===== config.mk =====
export PLATFORM = sky130hd
export DESIGN_NAME = push_btn_bank
export DESIGN_NICKNAME = d
export VERILOG_FILES = /design/src/rtl/push_btn_bank.sv
export SDC_FILE = /design/constraint.sdc
export NUM_CORES = 1
export LEC_CHECK = 0
export CAP_MARGIN = 20
export CORE_MARGIN = 2
export CORE_UTILIZATION = 65
export DETAILED_ROUTE_END_ITERATION = 10
export PLACE_DENSITY_LB_ADDON = 0.15
export SLEW_MARGIN = 0
export SYNTH_ARGS = -nofsm -noshare
export SYNTH_HDL_FRONTEND = slang
export SYNTH_SLANG_ARGS = --single-unit

===== constraint.sdc =====
create_clock -name clock -period 6.9 [get_ports clock]
set_clock_uncertainty 0.15 [all_clocks]
set_input_delay 1.035 -clock clock [delete_from_list [all_inputs] [get_ports clock]]
set_output_delay 1.035 -clock clock [all_outputs]
set_load 0.02 [all_outputs]

===== src/rtl/push_btn_bank.sv =====
// Bank of debounced push buttons driven by a tiny instruction set.
// Each pin is synchronised and debounced; rising stable levels latch until read.
module push_btn_bank #(
  parameter int Count        = 4,
  parameter int DebounceWait = 40000,
  parameter int DebounceSize = 16
) (
  input  logic             clock,
  input  logic             reset,
  input  logic [11:0]      inst,
  input  logic             inst_en,
  input  logic [Count-1:0] buttons,
  output logic [Count-1:0] button_status,
  output logic [1:0]       state_dbg
);

  localparam logic [3:0] OP_NOP = 4'h0;
  localparam logic [3:0] OP_RBS = 4'h1;
  localparam logic [3:0] OP_RBL = 4'h2;
  localparam logic [3:0] OP_SMK = 4'h3;
  localparam logic [3:0] OP_CLR = 4'h4;

  localparam logic [DebounceSize-1:0] WaitLast = DebounceSize'(DebounceWait - 1);

  typedef enum logic [1:0] {
    ST_RESET = 2'd0,
    ST_READY = 2'd1,
    ST_ERROR = 2'd2
  } state_t;

  state_t state_q, state_d;

  logic [Count-1:0]        sync_a_q, sync_b_q;
  logic [Count-1:0]        stable_q;
  logic [DebounceSize-1:0] cnt_q [Count];
  logic [Count-1:0]        press_evt;
  logic [Count-1:0]        press_live;

  logic [Count-1:0] status_q, status_d;
  logic [Count-1:0] pressed_q, pressed_d;
  logic [Count-1:0] mask_q, mask_d;

  logic [3:0]       opcode;
  logic [Count-1:0] imm_mask;
  logic [7:0]       unused_imm;

  assign opcode     = inst[11:8];
  assign imm_mask   = inst[Count-1:0];
  assign unused_imm = inst[7:0];

  // Debounce keeps running in every FSM state; only reset clears it.
  always_ff @(posedge clock) begin
    if (reset) begin
      sync_a_q <= '0;
      sync_b_q <= '0;
      stable_q <= '0;
      for (int i = 0; i < Count; i++) cnt_q[i] <= '0;
    end else begin
      sync_a_q <= buttons;
      sync_b_q <= sync_a_q;
      for (int i = 0; i < Count; i++) begin
        if (sync_b_q[i] == stable_q[i]) begin
          cnt_q[i] <= '0;
        end else if (cnt_q[i] == WaitLast) begin
          stable_q[i] <= ~stable_q[i];
          cnt_q[i]    <= '0;
        end else begin
          cnt_q[i] <= cnt_q[i] + DebounceSize'(1);
        end
      end
    end
  end

  // The press event is asserted in the cycle whose closing edge flips stable 0->1.
  always_comb begin
    press_evt = '0;
    for (int i = 0; i < Count; i++) begin
      press_evt[i] = (sync_b_q[i] != stable_q[i]) && (cnt_q[i] == WaitLast) && !stable_q[i];
    end
  end

  assign press_live = press_evt & ~mask_q;

  always_comb begin
    state_d   = state_q;
    status_d  = status_q;
    pressed_d = pressed_q;
    mask_d    = mask_q;
    case (state_q)
      ST_RESET: state_d = ST_READY;
      ST_READY: begin
        pressed_d = pressed_q | press_live;
        if (inst_en) begin
          case (opcode)
            OP_NOP: ;
            OP_RBS: begin
              status_d  = pressed_q;
              pressed_d = press_live;
            end
            OP_RBL: status_d = stable_q;
            OP_SMK: begin
              // Same-cycle events already passed the old mask via press_live.
              mask_d    = imm_mask;
              pressed_d = (pressed_q | press_live) & ~imm_mask;
            end
            OP_CLR: pressed_d = press_live;
            default: begin
              state_d   = ST_ERROR;
              status_d  = '0;
              pressed_d = '0;
              mask_d    = '0;
            end
          endcase
        end
      end
      ST_ERROR: begin
        status_d  = '0;
        pressed_d = '0;
        mask_d    = '0;
      end
      default: state_d = ST_RESET;
    endcase
  end

  always_ff @(posedge clock) begin
    if (reset) begin
      state_q   <= ST_RESET;
      status_q  <= '0;
      pressed_q <= '0;
      mask_q    <= '0;
    end else begin
      state_q   <= state_d;
      status_q  <= status_d;
      pressed_q <= pressed_d;
      mask_q    <= mask_d;
    end
  end

  assign button_status = status_q;
  assign state_dbg     = state_q;

endmodule

=== Word level (Yosys, flattened, before mapping) ===
Memories as Yosys holds them, arrays and structs flattened.
Index checks and enable logic that the tools add are counted.

* Output and inout port bits: 6
* Memory bits (writable): 64
* Memory bits (read-only): 0
* Memories kept: 1
* Register bits: 26
* Latch bits: 0

{| class="wikitable"
|+ Memories
! name !! words !! width !! rd ports !! clocked after Yosys merged registers in !! write ports !! RTL line !! RTL
|-
| cnt_q || 4 || 16 || 4 || 0 || 4 || 35 || <nowiki>logic [DebounceSize-1:0] cnt_q [Count];</nowiki>
|}

* Reductions and logical operators: 27
* $mul: 0
* Div/mod/pow operators: 0
* Equality and inequality tests: 22
* Bitwise operators: 26
* Multiplexer cells: 70
* Shift-type cells: 0
* Magnitude comparators: 0
* $add $sub $neg: 4

{| class="wikitable"
|+ Operators by type and width
! cell !! number
|-
| 2-to-1 mux 16 bit || 12
|-
| adder 16 x 1 -> 16 bit, second input constant || 4
|-
| == test 16 bit, second input constant || 4
|-
| 2-to-1 mux 1 bit || 46
|-
| one-hot mux 4 bit (2 select lines) || 4
|-
| one-hot mux 4 bit (3 select lines) || 2
|-
| 2-to-1 mux 4 bit || 3
|-
| bitwise OR 1 bit || 12
|-
| inverter 1 bit || 9
|-
| AND reduction 3 bit || 3
|-
| AND 4 bit || 2
|-
| == test 4 x 2 -> 1 bit, second input constant || 2
|-
| logical AND 1 bit || 8
|-
| inequality test 2 bit, second input constant || 4
|-
| inverter 4 bit || 2
|-
| AND reduction 2 bit || 4
|-
| one-hot mux 2 bit (3 select lines) || 1
|-
| OR reduction 5 bit || 1
|-
| == test 1 bit || 4
|-
| == test 4 x 1 -> 1 bit, second input constant || 1
|-
| == test 4 x 3 -> 1 bit, second input constant || 1
|-
| zero test 1 bit || 4
|-
| zero test 4 bit || 1
|-
| 2-to-1 mux 2 bit || 2
|-
| other kinds (9) || 13
|}

=== Logic depth before layout (Yosys ltp) ===
* Word-level depth: 9
* Gate-level depth with buffers: 7
* Mapped depth without buffers: 6

=== Least setup slack after synthesis ===
Ideal clock, no wire load.

* Path type: in2reg
* Start: input port inst[10]
* End: register status_q[0], in the netlist button_status[0]
* Data required time: 6.678 ns
* Buffers on the path: 1
* Library setup time: 0.072 ns
* Data arrival time: 2.053 ns
* Stages on the path: 5
* Slack: 4.625 ns
* Cells stage by stage: clkbuf_1 -> nand3b_1 -> o21ai_0 -> a21oi_1 -> mux2i_1

* Word-level cells in the longest chain between the ends: 5
* Elaborated cells on any way between the ends: 11
* Those cells by class: 5 x eq/ne; 3 x mux; 3 x reduce/logical

{| class="wikitable"
|+ Ends and longest elaborated chain
! what !! RTL line !! RTL
|-
| start: declaration || 10 || <nowiki>input logic [11:0] inst,</nowiki>
|-
| == test 4 x 3 -> 1 bit (tied with other cells) || 94 || <nowiki>case (opcode)</nowiki>
|-
| OR reduction 3 bit (no line) || n/a ||
|-
| one-hot mux 4 bit (3 select lines) || 94 ||
|-
| 2-to-1 mux 4 bit || 93 || <nowiki>if (inst_en) begin</nowiki>
|-
| one-hot mux 4 bit (2 select lines) || 89 || <nowiki>case (state_q)</nowiki>
|-
| end signal: assignment || 133 || <nowiki>status_q <= status_d;</nowiki>
|-
| end: declaration || 39 || <nowiki>logic [Count-1:0] status_q, status_d;</nowiki>
|}

Several ways; a longest one is shown, not always the timed one. The select of a mux whose other input is x is not followed.
A chain may end at the register's enable or synchronous reset.

=== Final worst setup path ===
* Start: input port inst[10]
* End: register mask_q[2]

* Word-level cells in the longest chain between the ends: 5
* Elaborated cells on any way between the ends: 11
* Those cells by class: 5 x eq/ne; 3 x mux; 3 x reduce/logical

{| class="wikitable"
|+ Ends and longest elaborated chain
! what !! RTL line !! RTL
|-
| == test 4 x 3 -> 1 bit (tied with other cells) || 94 ||
|-
| OR reduction 4 bit (no line) || n/a ||
|-
| one-hot mux 4 bit (2 select lines) || 94 ||
|-
| 2-to-1 mux 4 bit || 93 ||
|-
| one-hot mux 4 bit (2 select lines) || 89 ||
|-
| end signal: assignment || 135 || <nowiki>mask_q <= mask_d;</nowiki>
|-
| end: declaration || 41 || <nowiki>logic [Count-1:0] mask_q, mask_d;</nowiki>
|}

Several ways; a longest one is shown, not always the timed one. The select of a mux whose other input is x is not followed.

==> out/qor.txt <==
GRT
------------------------------------------------------------------------------------------------------
Global-route wire length before repair .................................................. 14700 microns
Total global-route track usage ..........................................................        22.3%
Pin count of the biggest net entering global routing ....................................           31
Total congestion overflow after global routing ..........................................            0
Initial antenna violation count .........................................................            0
Number of global-route vias before repair ...............................................         3325

STA
------------------------------------------------------------------------------------------------------
Unrepaired setup endpoints after global routing .........................................        false
Worst slew pin tran .....................................................................     0.798 ns
Max-slew headroom .......................................................................        46.3%
Slew Viols, Final .......................................................................            0
Final hold violation count ..............................................................            0
Maximum achievable frequency ............................................................    0.352 GHz
Final period demand of the worst path ...................................................      2.84 ns
Final setup vio count ...................................................................            0
Post-route clock period utilization .....................................................        41.2%
Final worst hold slack ..................................................................     0.285 ns
Accumulated negative setup slack ........................................................         0 ns

CLOCKING
------------------------------------------------------------------------------------------------------
Post-cts sizing count ...................................................................            0
TritonCTS Buffers .......................................................................            9
Post-CTS setup buffers ..................................................................            0
Clock sink count ........................................................................           90
H-Tree Depth ............................................................................            3
Clock latency reported for the late side of the worst-skew pair .........................      0.36 ns
CTS tree ................................................................................        built
Max clock buf depth .....................................................................            2
Clock root buffer .......................................................................     clkbuf_8
# hold bufs at CTS ......................................................................            0
Clock transition at the register clock pins on the worst setup and hold paths after CTS .      0.09 ns

LOGIC SYNTHESIS
------------------------------------------------------------------------------------------------------
Post-synthesis cell area ................................................................   4800 sq um
Post-synthesis cell type with the largest combined area .................................     edfxtp_1
Dominant synthesized flop cell ..........................................................     edfxtp_1
Commonest cells in the netlist .......................................................... nor2_1 (86), edfxtp_1 (64), xnor2_1 (51)
Count of distinct cell types in the synthesized netlist .................................           45
Register area share after synthesis .....................................................        50.9%
Average cell area after synthesis .......................................................   9.97 sq um
Synth top area share ....................................................................        40.1%
Share of flip-flops with an asynchronous set or reset ...................................           0%
Cell with the most instances after synthesis ............................................       nor2_1
Number of synthesized register bits .....................................................           90
Yosys warns .............................................................................            0
Instance count of the mapped netlist ....................................................          481
Top area cells in the synthesized netlist ............................................... edfxtp_1 (40%), dfxtp_1 (11%), xnor2_1 (9.3%)
EDFF count, synth .......................................................................           64

FINAL LAYOUT
------------------------------------------------------------------------------------------------------
Post-synthesis to final-layout area growth ..............................................        13.5%
Fraction of final layout cells sized beyond drive strength 1 ............................        4.26%
Antenna diode count .....................................................................            0
Final Util ..............................................................................        75.5%
Final Net Count .........................................................................          585

DRT
------------------------------------------------------------------------------------------------------
Post-route ant nets .....................................................................            0
Routed length per instance .............................................................. 12.9 microns
DRC marker count from the first detailed-route iteration ................................          224
Via count ...............................................................................         3589
Detailed-route DRC error count ..........................................................            0
DRT Wirelength .......................................................................... 8570 microns
DRT Pass-1 Iters ........................................................................            4
Average via count per standard cell .....................................................         5.41

CRITICAL PATH
------------------------------------------------------------------------------------------------------
Master of the slowest instance on the critical path .....................................       nor4_1
Arrival @ worst endpoint ................................................................      2.97 ns
CP Capture Type .........................................................................     register
Critical Path Fanout Max ................................................................           11
CP cell instances ....................................................................... clkdlybuf4s50_1, nor4_1, and3_1, nand2_1, mux2i_1
WS Path Type ............................................................................ primary input to register
Setup crit start kind ................................................................... primary input
Maximum cell stage delay along the critical path ........................................      0.78 ns
Data required time of the worst path ....................................................      7.03 ns

DIE
------------------------------------------------------------------------------------------------------
Core region area ........................................................................   7210 sq um
Die Footprint ...........................................................................   8080 sq um
Die boundary width ...................................................................... 89.9 microns
I/O Pins ................................................................................           25
Std cell rows ...........................................................................           31
Die boundary height ..................................................................... 89.9 microns
Starting density of the core ............................................................        66.5%

POWER AND IR DROP
------------------------------------------------------------------------------------------------------
P per Cell Area .........................................................................  189 nW/um^2
Leakage power ...........................................................................      1.82 nW
VDD IR max ..............................................................................       130 uV

RUN
------------------------------------------------------------------------------------------------------
Max-cap check violation count ...........................................................            0

PLACE
------------------------------------------------------------------------------------------------------
Detailed placement HPWL ................................................................. 6150 microns
IO Port Bufs ............................................................................           20
Final weighted congestion in routability-driven placement ...............................        0.866

STATUS
------------------------------------------------------------------------------------------------------
Outcome ................................................................................. finished clean

HOLD PATH
------------------------------------------------------------------------------------------------------
Tightest Hold Check Type ................................................................ register to register

[layout make-up]
cell class	count	area, sq um
clock inverter	7	45.0
sequential	90	2440
multi-input combinational	418	2430
timing repair buffer	21	208
clock buffer	9	124
inverter	19	71.3
fill	501	1770
tap	99	124
[cells in the final DEF, fill, tap and decap left out, drive strengths merged, types with 19 or more instances in the layout]
master	instances
nand2	28
nand4	19
dfxtp	26
xnor2	51
nor2	86
nand3	23
inv	20
nor4	20
clkdlybuf4s50	20
edfxtp	64
conb	64
[sequential cells by signal, summed over array words and instances, names as in the netlist]
| register | count |
|---|---|
| sync_b_q | 4 |
| cnt_q | 64 |
| pressed_q | 4 |
| button_status | 4 |
| sync_a_q | 4 |
| mask_q | 4 |
| state_dbg | 2 |
| stable_q | 4 |
[where the power goes]
part,switching (mW),internal [mW]
combinational,0.0548,0.0415
sequential,0.0226,0.599
clock,0.184,0.130
[metal layers]
metal  up-vias  share of wire, %  global-route usage (%)  wire length [microns]
met5         -                 0                       0                      0
met4         0               1.2                    8.21                    103
met2        91                49                    36.9                   4160
met3        10               4.4                    4.11                    376
li1       1794                 -                       -                      -
met1      1694                46                    29.6                   3930
[final timing paths]
check,from,endpoint,slack [ns],depth (start not counted)
max reg2reg,cnt_q[0][13]$_SDFFCE_PN0P_,cnt_q[0][12]$_SDFFCE_PN0P_,4.43,4
max,inst[10],mask_q[2]$_SDFFE_PP0P_,4.06,5
min reg2reg,sync_a_q[0]$_SDFF_PP0_,sync_b_q[0]$_SDFF_PP0_,0.28,1
min,sync_a_q[0]$_SDFF_PP0_,sync_b_q[0]$_SDFF_PP0_,0.28,1
[metrics by stage]
step | cells | worst slack [ns] | total power, mW | cell area, sq um
CTS | 663 | 4.15 | 1.04 | 5440
floorplan | 544 | 4.62 | 0.697 | 5030
finish | 663 | 4.06 | 1.03 | 5440
detailed placement | 647 | 3.78 | 0.727 | 5280
global route | 663 | 4.01 | 1.08 | 5440
global placement | 647 | 3.82 | 0.724 | 5280
[logic make-up after synthesis]
logic type / Yosys count / synth area share, %
muxes: 11 / 2.30
DFF: 90 / 50.9
adders and majority gates: 7 / 1.83
other: 1 / 0.0782
and+or+nand+nor: 236 / 25.4
buffers and inverters: 36 / 3.34
xor gates and xnor gates: 59 / 10.8
AOI/OAI and AO/OA: 41 / 5.35
[critical path, delay by kind of cell]
kind / cells / cell delay, ns
buffers and inverters: 1 / 0.61
muxes: 1 / 0.13
and+or+nand+nor: 3 / 1.20
(Power assumes the default switching activity.)
